--- config.mk ---
export PLATFORM = sky130hd
export DESIGN_NAME = lot_occupancy_display
export DESIGN_NICKNAME = d
export VERILOG_FILES = /design/src/rtl/lot_occupancy_display.sv
export SDC_FILE = /design/constraint.sdc
export NUM_CORES = 1
export LEC_CHECK = 0
export ABC_AREA = 1
export CAP_MARGIN = 20
export CORE_MARGIN = 10
export CORE_UTILIZATION = 57
export CTS_CLUSTER_DIAMETER = 150
export DETAILED_ROUTE_END_ITERATION = 6
export MAX_ROUTING_LAYER = met4
export PLACE_DENSITY = 0.91
export SLEW_MARGIN = 20
export SYNTH_ARGS = -nofsm -noshare
export SYNTH_HDL_FRONTEND = slang
export SYNTH_SLANG_ARGS = --single-unit
--- constraint.sdc ---
create_clock -name clk -period 2.2 [get_ports clk]
set_input_delay 0.33 -clock clk [delete_from_list [all_inputs] [get_ports clk]]
set_output_delay 0.33 -clock clk [all_outputs]
set_load 0.02 [all_outputs]
--- src/rtl/lot_occupancy_display.sv ---
// Car-park occupancy counter: two-beam direction decoding, saturating BCD count
// with full/empty/error flags, and a multiplexed common-anode seven-segment driver.
module lot_occupancy_display #(
  parameter int NUM_DIGITS   = 4,
  parameter int CAPACITY     = 99,
  parameter int REFRESH_BITS = 18,
  parameter int BLANK_LZ     = 1
) (
  input  logic                    clk,
  input  logic                    reset,
  input  logic                    a,
  input  logic                    b,
  output logic                    enter_pulse,
  output logic                    exit_pulse,
  output logic                    full,
  output logic                    empty,
  output logic                    err,
  output logic [4*NUM_DIGITS-1:0] count_bcd,
  output logic [NUM_DIGITS-1:0]   an,
  output logic [7:0]              sseg
);

  localparam int CW    = 4 * NUM_DIGITS;
  localparam int IDX_W = (NUM_DIGITS > 1) ? $clog2(NUM_DIGITS) : 1;

  function automatic logic [CW-1:0] int_to_bcd(input int v);
    logic [CW-1:0] res;
    int r;
    res = '0;
    r   = v;
    for (int i = 0; i < NUM_DIGITS; i++) begin
      res[4*i +: 4] = 4'(r % 10);
      r = r / 10;
    end
    return res;
  endfunction

  function automatic logic [CW-1:0] bcd_inc(input logic [CW-1:0] v);
    logic [CW-1:0] res;
    logic          carry;
    logic [3:0]    d;
    res   = v;
    carry = 1'b1;
    for (int i = 0; i < NUM_DIGITS; i++) begin
      d = v[4*i +: 4];
      if (carry) begin
        if (d == 4'd9) begin
          d = 4'd0;
        end else begin
          d     = d + 4'd1;
          carry = 1'b0;
        end
      end
      res[4*i +: 4] = d;
    end
    return res;
  endfunction

  function automatic logic [CW-1:0] bcd_dec(input logic [CW-1:0] v);
    logic [CW-1:0] res;
    logic          borrow;
    logic [3:0]    d;
    res    = v;
    borrow = 1'b1;
    for (int i = 0; i < NUM_DIGITS; i++) begin
      d = v[4*i +: 4];
      if (borrow) begin
        if (d == 4'd0) begin
          d = 4'd9;
        end else begin
          d      = d - 4'd1;
          borrow = 1'b0;
        end
      end
      res[4*i +: 4] = d;
    end
    return res;
  endfunction

  // Segment order {dp,g,f,e,d,c,b,a}, active-low; non-decimal codes stay dark.
  function automatic logic [7:0] seg7(input logic [3:0] d);
    case (d)
      4'd0:    return 8'hC0;
      4'd1:    return 8'hF9;
      4'd2:    return 8'hA4;
      4'd3:    return 8'hB0;
      4'd4:    return 8'h99;
      4'd5:    return 8'h92;
      4'd6:    return 8'h82;
      4'd7:    return 8'hF8;
      4'd8:    return 8'h80;
      4'd9:    return 8'h90;
      default: return 8'hFF;
    endcase
  endfunction

  localparam logic [CW-1:0] CAP_BCD = int_to_bcd(CAPACITY);

  typedef enum logic [2:0] {IDLE, EN1, EN2, EN3, EX1, EX2, EX3} state_t;

  logic          a_p0, a_p1, b_p0, b_p1;
  logic [1:0]    ab;
  state_t        state_q, state_d;
  logic          entry_evt, exit_evt;
  logic [CW-1:0] cnt_q;

  // Stage p0/p1: two-flop synchronizers on the raw beam inputs
  always_ff @(posedge clk) begin
    if (reset) begin
      a_p0 <= 1'b0;
      a_p1 <= 1'b0;
      b_p0 <= 1'b0;
      b_p1 <= 1'b0;
    end else begin
      a_p0 <= a;
      a_p1 <= a_p0;
      b_p0 <= b;
      b_p1 <= b_p0;
    end
  end

  assign ab = {a_p1, b_p1};

  always_ff @(posedge clk) begin
    if (reset) state_q <= IDLE;
    else       state_q <= state_d;
  end

  always_comb begin
    state_d   = state_q;
    entry_evt = 1'b0;
    exit_evt  = 1'b0;
    unique case (state_q)
      IDLE: if (ab == 2'b10) state_d = EN1;
            else if (ab == 2'b01) state_d = EX1;
      EN1:  if (ab == 2'b11) state_d = EN2;
            else if (ab == 2'b00) state_d = IDLE;
      EN2:  if (ab == 2'b01) state_d = EN3;
            else if (ab == 2'b10) state_d = EN1;
            else if (ab == 2'b00) state_d = IDLE;
      EN3:  if (ab == 2'b00) begin
              state_d   = IDLE;
              entry_evt = 1'b1;
            end else if (ab == 2'b11) state_d = EN2;
      EX1:  if (ab == 2'b11) state_d = EX2;
            else if (ab == 2'b00) state_d = IDLE;
      EX2:  if (ab == 2'b10) state_d = EX3;
            else if (ab == 2'b01) state_d = EX1;
            else if (ab == 2'b00) state_d = IDLE;
      EX3:  if (ab == 2'b00) begin
              state_d  = IDLE;
              exit_evt = 1'b1;
            end else if (ab == 2'b11) state_d = EX2;
      default: state_d = IDLE;
    endcase
  end

  // Stage p2: event pulses and count update land on the same edge
  always_ff @(posedge clk) begin
    if (reset) begin
      cnt_q       <= '0;
      err         <= 1'b0;
      enter_pulse <= 1'b0;
      exit_pulse  <= 1'b0;
    end else begin
      enter_pulse <= entry_evt;
      exit_pulse  <= exit_evt;
      if (entry_evt) begin
        if (cnt_q == CAP_BCD) err <= 1'b1;
        else                  cnt_q <= bcd_inc(cnt_q);
      end else if (exit_evt) begin
        if (cnt_q == '0) err <= 1'b1;
        else             cnt_q <= bcd_dec(cnt_q);
      end
    end
  end

  assign count_bcd = cnt_q;
  assign full      = (cnt_q == CAP_BCD);
  assign empty     = (cnt_q == '0);

  logic [REFRESH_BITS-1:0] ref_cnt;
  logic [IDX_W-1:0]        idx;
  logic [NUM_DIGITS-1:0]   blank;
  logic                    nz;
  logic [3:0]              cur_digit;
  logic                    cur_blank;

  // Scanning from the top digit down, a digit is blanked until a nonzero digit is seen.
  always_comb begin
    blank     = '0;
    nz        = 1'b0;
    cur_digit = 4'd0;
    cur_blank = 1'b0;
    for (int i = NUM_DIGITS - 1; i >= 0; i--) begin
      nz       = nz | (cnt_q[4*i +: 4] != 4'd0);
      blank[i] = (BLANK_LZ != 0) && (i != 0) && !nz;
    end
    for (int i = 0; i < NUM_DIGITS; i++) begin
      if (idx == IDX_W'(i)) begin
        cur_digit = cnt_q[4*i +: 4];
        cur_blank = blank[i];
      end
    end
  end

  // Display stage: refresh prescaler, digit index, registered anode/segment drive
  always_ff @(posedge clk) begin
    if (reset) begin
      ref_cnt <= '0;
      idx     <= '0;
      an      <= '1;
      sseg    <= 8'hFF;
    end else begin
      ref_cnt <= ref_cnt + 1'b1;
      if (&ref_cnt) idx <= (idx == IDX_W'(NUM_DIGITS - 1)) ? '0 : idx + 1'b1;
      an   <= ~(NUM_DIGITS'(1) << idx);
      sseg <= cur_blank ? 8'hFF : seg7(cur_digit);
    end
  end

endmodule

==> results_tabular.tex <==
\begin{tabular}{lr}
\hline
Metric & Value \\
\hline
\multicolumn{2}{l}{\textbf{Clocking}} \\
H-tree depth & 3 \\
TritonCTS Buffers & 9 \\
Maximum clock path buffer count & 2 \\
Clock tree from TritonCTS & done \\
Clock transition at the register clock pins on the worst setup and hold paths after CTS & 60 ps \\
Sink Count & 57 \\
Total setup buffers inserted after CTS & 0 \\
Clock root buffer & sky130\_fd\_sc\_hd\_\_clkbuf\_8 \\
Clock latency on the worst-skew pair & about 350 ps \\
\multicolumn{2}{l}{\textbf{Routing}} \\
DRC marker count from the first detailed-route iteration & roughly 220 \\
Remaining antenna violation count after routing & 0 \\
Routed vias/inst & 5.45 \\
Detailed-route via count & 3,495 \\
1st-pass router iterations & 5 \\
Drc violations & 0 \\
Final WL & just over 8 mm \\
Routed wire length per instance & 12.8 µm \\
\multicolumn{2}{l}{\textbf{Timing}} \\
Number of max-slew violations in the final report & 0 \\
Peak clock frequency supported by timing & $\sim$490 MHz \\
Tcrit/Tclk final & 0.922 \\
Final setup violating endpoints & 0 \\
Max Clock Skew & 9.85 ps \\
Number of failing hold endpoints at the final stage & 0 \\
Worst-case setup margin in the final layout & about 170 ps \\
Minimum period implied by the final worst setup slack & 2030 ps \\
Total negative slack & 0 ps \\
Setup repair after global routing missed its margin & no \\
\multicolumn{2}{l}{\textbf{Synth}} \\
Number of distinct library cells after synthesis & 38 \\
Multiplexer area fraction after synthesis & 0 \\
Synthesized-area fraction occupied by adder cells & 0.0515 \\
YS warnings & 0 \\
Number of flip-flops and latches in the synthesized netlist & 57 \\
Complex-gate fraction of the synthesized area & 0.145 \\
Share of the yosys chip area belonging to registers & 0.336 \\
Number of flops mapped to enable cells by yosys & 0 \\
Gate count of the mapped netlist & approximately 520 \\
XOR/XNOR share of the synthesized area & 0.0180 \\
Largest family of logic cells by synthesized area & simple AND/OR/NAND/NOR gates \\
Most used flip-flop cell after synthesis & sky130\_fd\_sc\_hd\_\_dfxtp\_1 \\
Number of nets produced by synthesis & 534 \\
Summed instance area of the synthesized netlist & 3400 µm² \\
Post-synthesis average cell area & $\sim$6.6 µm² \\
Share of synthesized registers carrying an async set or reset & 0 \\
Basic-gate share of the synthesized area counting and, or, nand and nor cells & 0.347 \\
\multicolumn{2}{l}{\textbf{Global route}} \\
First-pass GRT wire length & 14.2 mm \\
Overall global routing resource usage & 0.179 \\
Initial antenna violation count & 0 \\
Number of global-route vias before repair & about 3,300 \\
Global route total overflow & 0 \\
Largest net degree at the start of global routing & 21 \\
\multicolumn{2}{l}{\textbf{Final layout}} \\
Area added between synthesis and finish & 19.8\% \\
Layout cells sized above 1 & 0.0954 \\
Antenna cell count & 0 \\
Final standard cell area without fillers & roughly 4000 µm² \\
Nets@finish & 579 \\
\multicolumn{2}{l}{\textbf{Outcome}} \\
Result of the run & completed \\
\multicolumn{2}{l}{\textbf{Critical path}} \\
Internal reg-to-reg setup slack & $\sim$170 ps \\
Data required time at the worst endpoint & $\sim$2400 ps \\
Critical setup path kind & register to register \\
Highest fanout seen on the critical path & 9 \\
Cell depth of the worst flop-to-flop path & 11 \\
Data arrival time of the critical path & between 2000 and 2500 ps \\
Launch point of the worst reg-to-reg path & b\_p1\$\_SDFF\_PP0\_ \\
Capturing point of the worst reg2reg path & count\_bcd[4]\$\_SDFFE\_PP0P\_ \\
Capturing element type of the critical path & register \\
Crit path launch type & register \\
\multicolumn{2}{l}{\textbf{Floorplan}} \\
Number of placed I/O pins & 37 \\
Die outline width & about 97 µm \\
Core box area & $\sim$5900 µm² \\
DIE AREA & approximately 9500 µm² \\
Initial core utilization & 0.581 \\
Row Count & 28 \\
Vertical die dimension & between 90 and 100 µm \\
\multicolumn{2}{l}{\textbf{Placed design}} \\
Detailed Place HPWL & just over 6 mm \\
Post-place instance area & slightly below 4000 µm² \\
Final weighted congestion of routability-driven global placement & 0.944 \\
Number of buffers inserted by port buffering & 35 \\
Worst slack, placed & 50.1 ps \\
\multicolumn{2}{l}{\textbf{Min path}} \\
Count of cells along the worst hold path & 2 \\
Origin of the worst min-delay path & a\_p0\$\_SDFF\_PP0\_ \\
Hold EP & a\_p1\$\_SDFF\_PP0\_ \\
Class of the tightest hold or removal check & register to register \\
\multicolumn{2}{l}{\textbf{Power}} \\
Leakage power total & 0.00185 µW \\
Power density of the placed cells & roughly 560 nW/µm² \\
PnR Total Power & 2280 µW \\
Worst IR Drop VDD & around 370 µV \\
\multicolumn{2}{l}{\textbf{Run}} \\
Max-cap check violation count & 0 \\
\hline
\end{tabular}
[cell families after synthesis]
logic type | Yosys count
XOR/XNOR | 7
other | 1
adder cells (fa/ha/maj) | 14
AO/OA/AOI/OAI | 91
buffers and inverters | 83
AND/OR/NAND/NOR | 263
flip-flops | 57
[timing repair]
item                                    4_1_cts  5_1_grt
resized for setup                             2        9
endpoints found under the setup margin        2        9
hold buffers                                  0        0
[cell type report]
class | count | area (µm²)
clock buffer | 11 | 151
clock inverter | 5 | 77.6
fill | 474 | 1780
inverter | 71 | 269
multi-input combinational | 376 | 1920
sequential | 57 | 1140
tap | 75 | 93.8
timing repair buffer | 46 | 423
[registers in the layout, indices dropped and copies added (netlist names), 2 cells and up]
signal / cells
an: 4
count_bcd: 16
ref_cnt: 18
sseg: 7
state_q: 3
idx: 2
[placed cells by master, fill, tap and decap left out, types with 2 or more instances in the layout]
cell | synthesis | routed
sky130_fd_sc_hd__nand2_2 | 2 | 2
sky130_fd_sc_hd__o21ai_1 | 3 | 4
sky130_fd_sc_hd__nor3_1 | 9 | 9
sky130_fd_sc_hd__nand3_1 | 27 | 27
sky130_fd_sc_hd__clkdlybuf4s50_1 | 0 | 33
sky130_fd_sc_hd__a21oi_1 | 31 | 31
sky130_fd_sc_hd__o22ai_1 | 4 | 4
sky130_fd_sc_hd__nand2_1 | 131 | 131
sky130_fd_sc_hd__inv_1 | 68 | 67
sky130_fd_sc_hd__o21ai_0 | 41 | 39
sky130_fd_sc_hd__dfxtp_1 | 57 | 56
sky130_fd_sc_hd__buf_4 | 3 | 11
sky130_fd_sc_hd__bufinv_16 | 0 | 2
sky130_fd_sc_hd__nand4_1 | 7 | 7
sky130_fd_sc_hd__clkinv_2 | 0 | 2
sky130_fd_sc_hd__o31ai_1 | 2 | 2
sky130_fd_sc_hd__inv_2 | 2 | 3
sky130_fd_sc_hd__nor2_1 | 64 | 64
sky130_fd_sc_hd__nand4_4 | 2 | 2
sky130_fd_sc_hd__xor2_1 | 6 | 6
sky130_fd_sc_hd__ha_1 | 14 | 14
sky130_fd_sc_hd__nand3b_1 | 4 | 4
sky130_fd_sc_hd__a31oi_1 | 2 | 2
sky130_fd_sc_hd__nor2_2 | 8 | 8
sky130_fd_sc_hd__clkbuf_8 | 0 | 11
sky130_fd_sc_hd__o21a_1 | 5 | 5
sky130_fd_sc_hd__clkbuf_2 | 0 | 2
sky130_fd_sc_hd__nand3_2 | 3 | 3
[Yosys cell counts (2+ instances only)]
library cell	number	area (µm²)
sky130_fd_sc_hd__xor2_1	6	52.6
sky130_fd_sc_hd__o22ai_1	4	25.0
sky130_fd_sc_hd__o21ai_1	3	15.0
sky130_fd_sc_hd__nand4_4	2	42.5
sky130_fd_sc_hd__clkbuf_1	3	11.3
sky130_fd_sc_hd__a21oi_1	31	155
sky130_fd_sc_hd__buf_4	3	22.5
sky130_fd_sc_hd__o31ai_1	2	15.0
sky130_fd_sc_hd__dfxtp_1	57	1140
sky130_fd_sc_hd__buf_2	4	20.0
sky130_fd_sc_hd__inv_2	2	7.51
sky130_fd_sc_hd__nor3_1	9	45.0
sky130_fd_sc_hd__nor2_2	8	50.1
sky130_fd_sc_hd__nand3_1	27	135
sky130_fd_sc_hd__o21ai_0	41	205
sky130_fd_sc_hd__nor2_1	64	240
sky130_fd_sc_hd__nand2_2	2	12.5
sky130_fd_sc_hd__o21a_1	5	37.5
sky130_fd_sc_hd__a31oi_1	2	12.5
sky130_fd_sc_hd__nand2_1	131	492
sky130_fd_sc_hd__inv_1	68	255
sky130_fd_sc_hd__nand3_2	3	30.0
sky130_fd_sc_hd__buf_6	2	22.5
sky130_fd_sc_hd__nand3b_1	4	30.0
sky130_fd_sc_hd__nand4_1	7	43.8
sky130_fd_sc_hd__ha_1	14	175
[worst max-delay path: stages, from the launching register on]
cell                      delay [ps]
sky130_fd_sc_hd__dfxtp_1         350
sky130_fd_sc_hd__inv_1           110
sky130_fd_sc_hd__ha_1            330
sky130_fd_sc_hd__nand4_4         230
sky130_fd_sc_hd__inv_2           210
sky130_fd_sc_hd__nand2_1          90
sky130_fd_sc_hd__o21ai_0         140
sky130_fd_sc_hd__inv_1           110
sky130_fd_sc_hd__nand3_2         150
sky130_fd_sc_hd__nand2_1          70
sky130_fd_sc_hd__nand2_1          80
sky130_fd_sc_hd__nor2_1           40
[layer usage]
metal  GRT usage  vias to the layer above  share of wire
li1            -                     1752              -
met1       0.198                     1573           0.43
met2       0.291                      150           0.47
met3      0.0548                       20          0.082
met4      0.0794                        0          0.019
met5           -                        -              0
[stage by stage]
stage,hold WS [ps],instances,utilization
2_1_floorplan,388,516,-
3_3_place_gp,393,625,0.658
3_5_place_dp,404,625,0.658
4_1_cts,415,641,0.697
5_1_grt,434,641,0.696
6_report,409,641,0.696
[where the power goes]
group          leakage, µW  internal, µW  switching, µW
registers         0.000464          1050           10.9
clock network     0.000115           694            418
logic              0.00127          42.9           65.8
total              0.00185          1790            495
[how the worst max path moves through the flow]
stage / from / endpoint / slack (ps) / depth (start not counted)
after CTS: count_bcd[12]$_SDFFE_PP0P_ / full / 10 / 6
final: b_p1$_SDFF_PP0_ / count_bcd[4]$_SDFFE_PP0P_ / 170 / 11
after global routing: b_p1$_SDFF_PP0_ / count_bcd[4]$_SDFFE_PP0P_ / 5 / 11
after detailed placement: idx[1]$_SDFFE_PP0P_ / sseg[3]$_SDFF_PP1_ / 50 / 12
after floorplan: idx[1]$_SDFFE_PP0P_ / sseg[3]$_SDFF_PP1_ / 280 / 12
after global placement: idx[1]$_SDFFE_PP0P_ / sseg[3]$_SDFF_PP1_ / 180 / 12
Power figures use the tool's default switching activity.
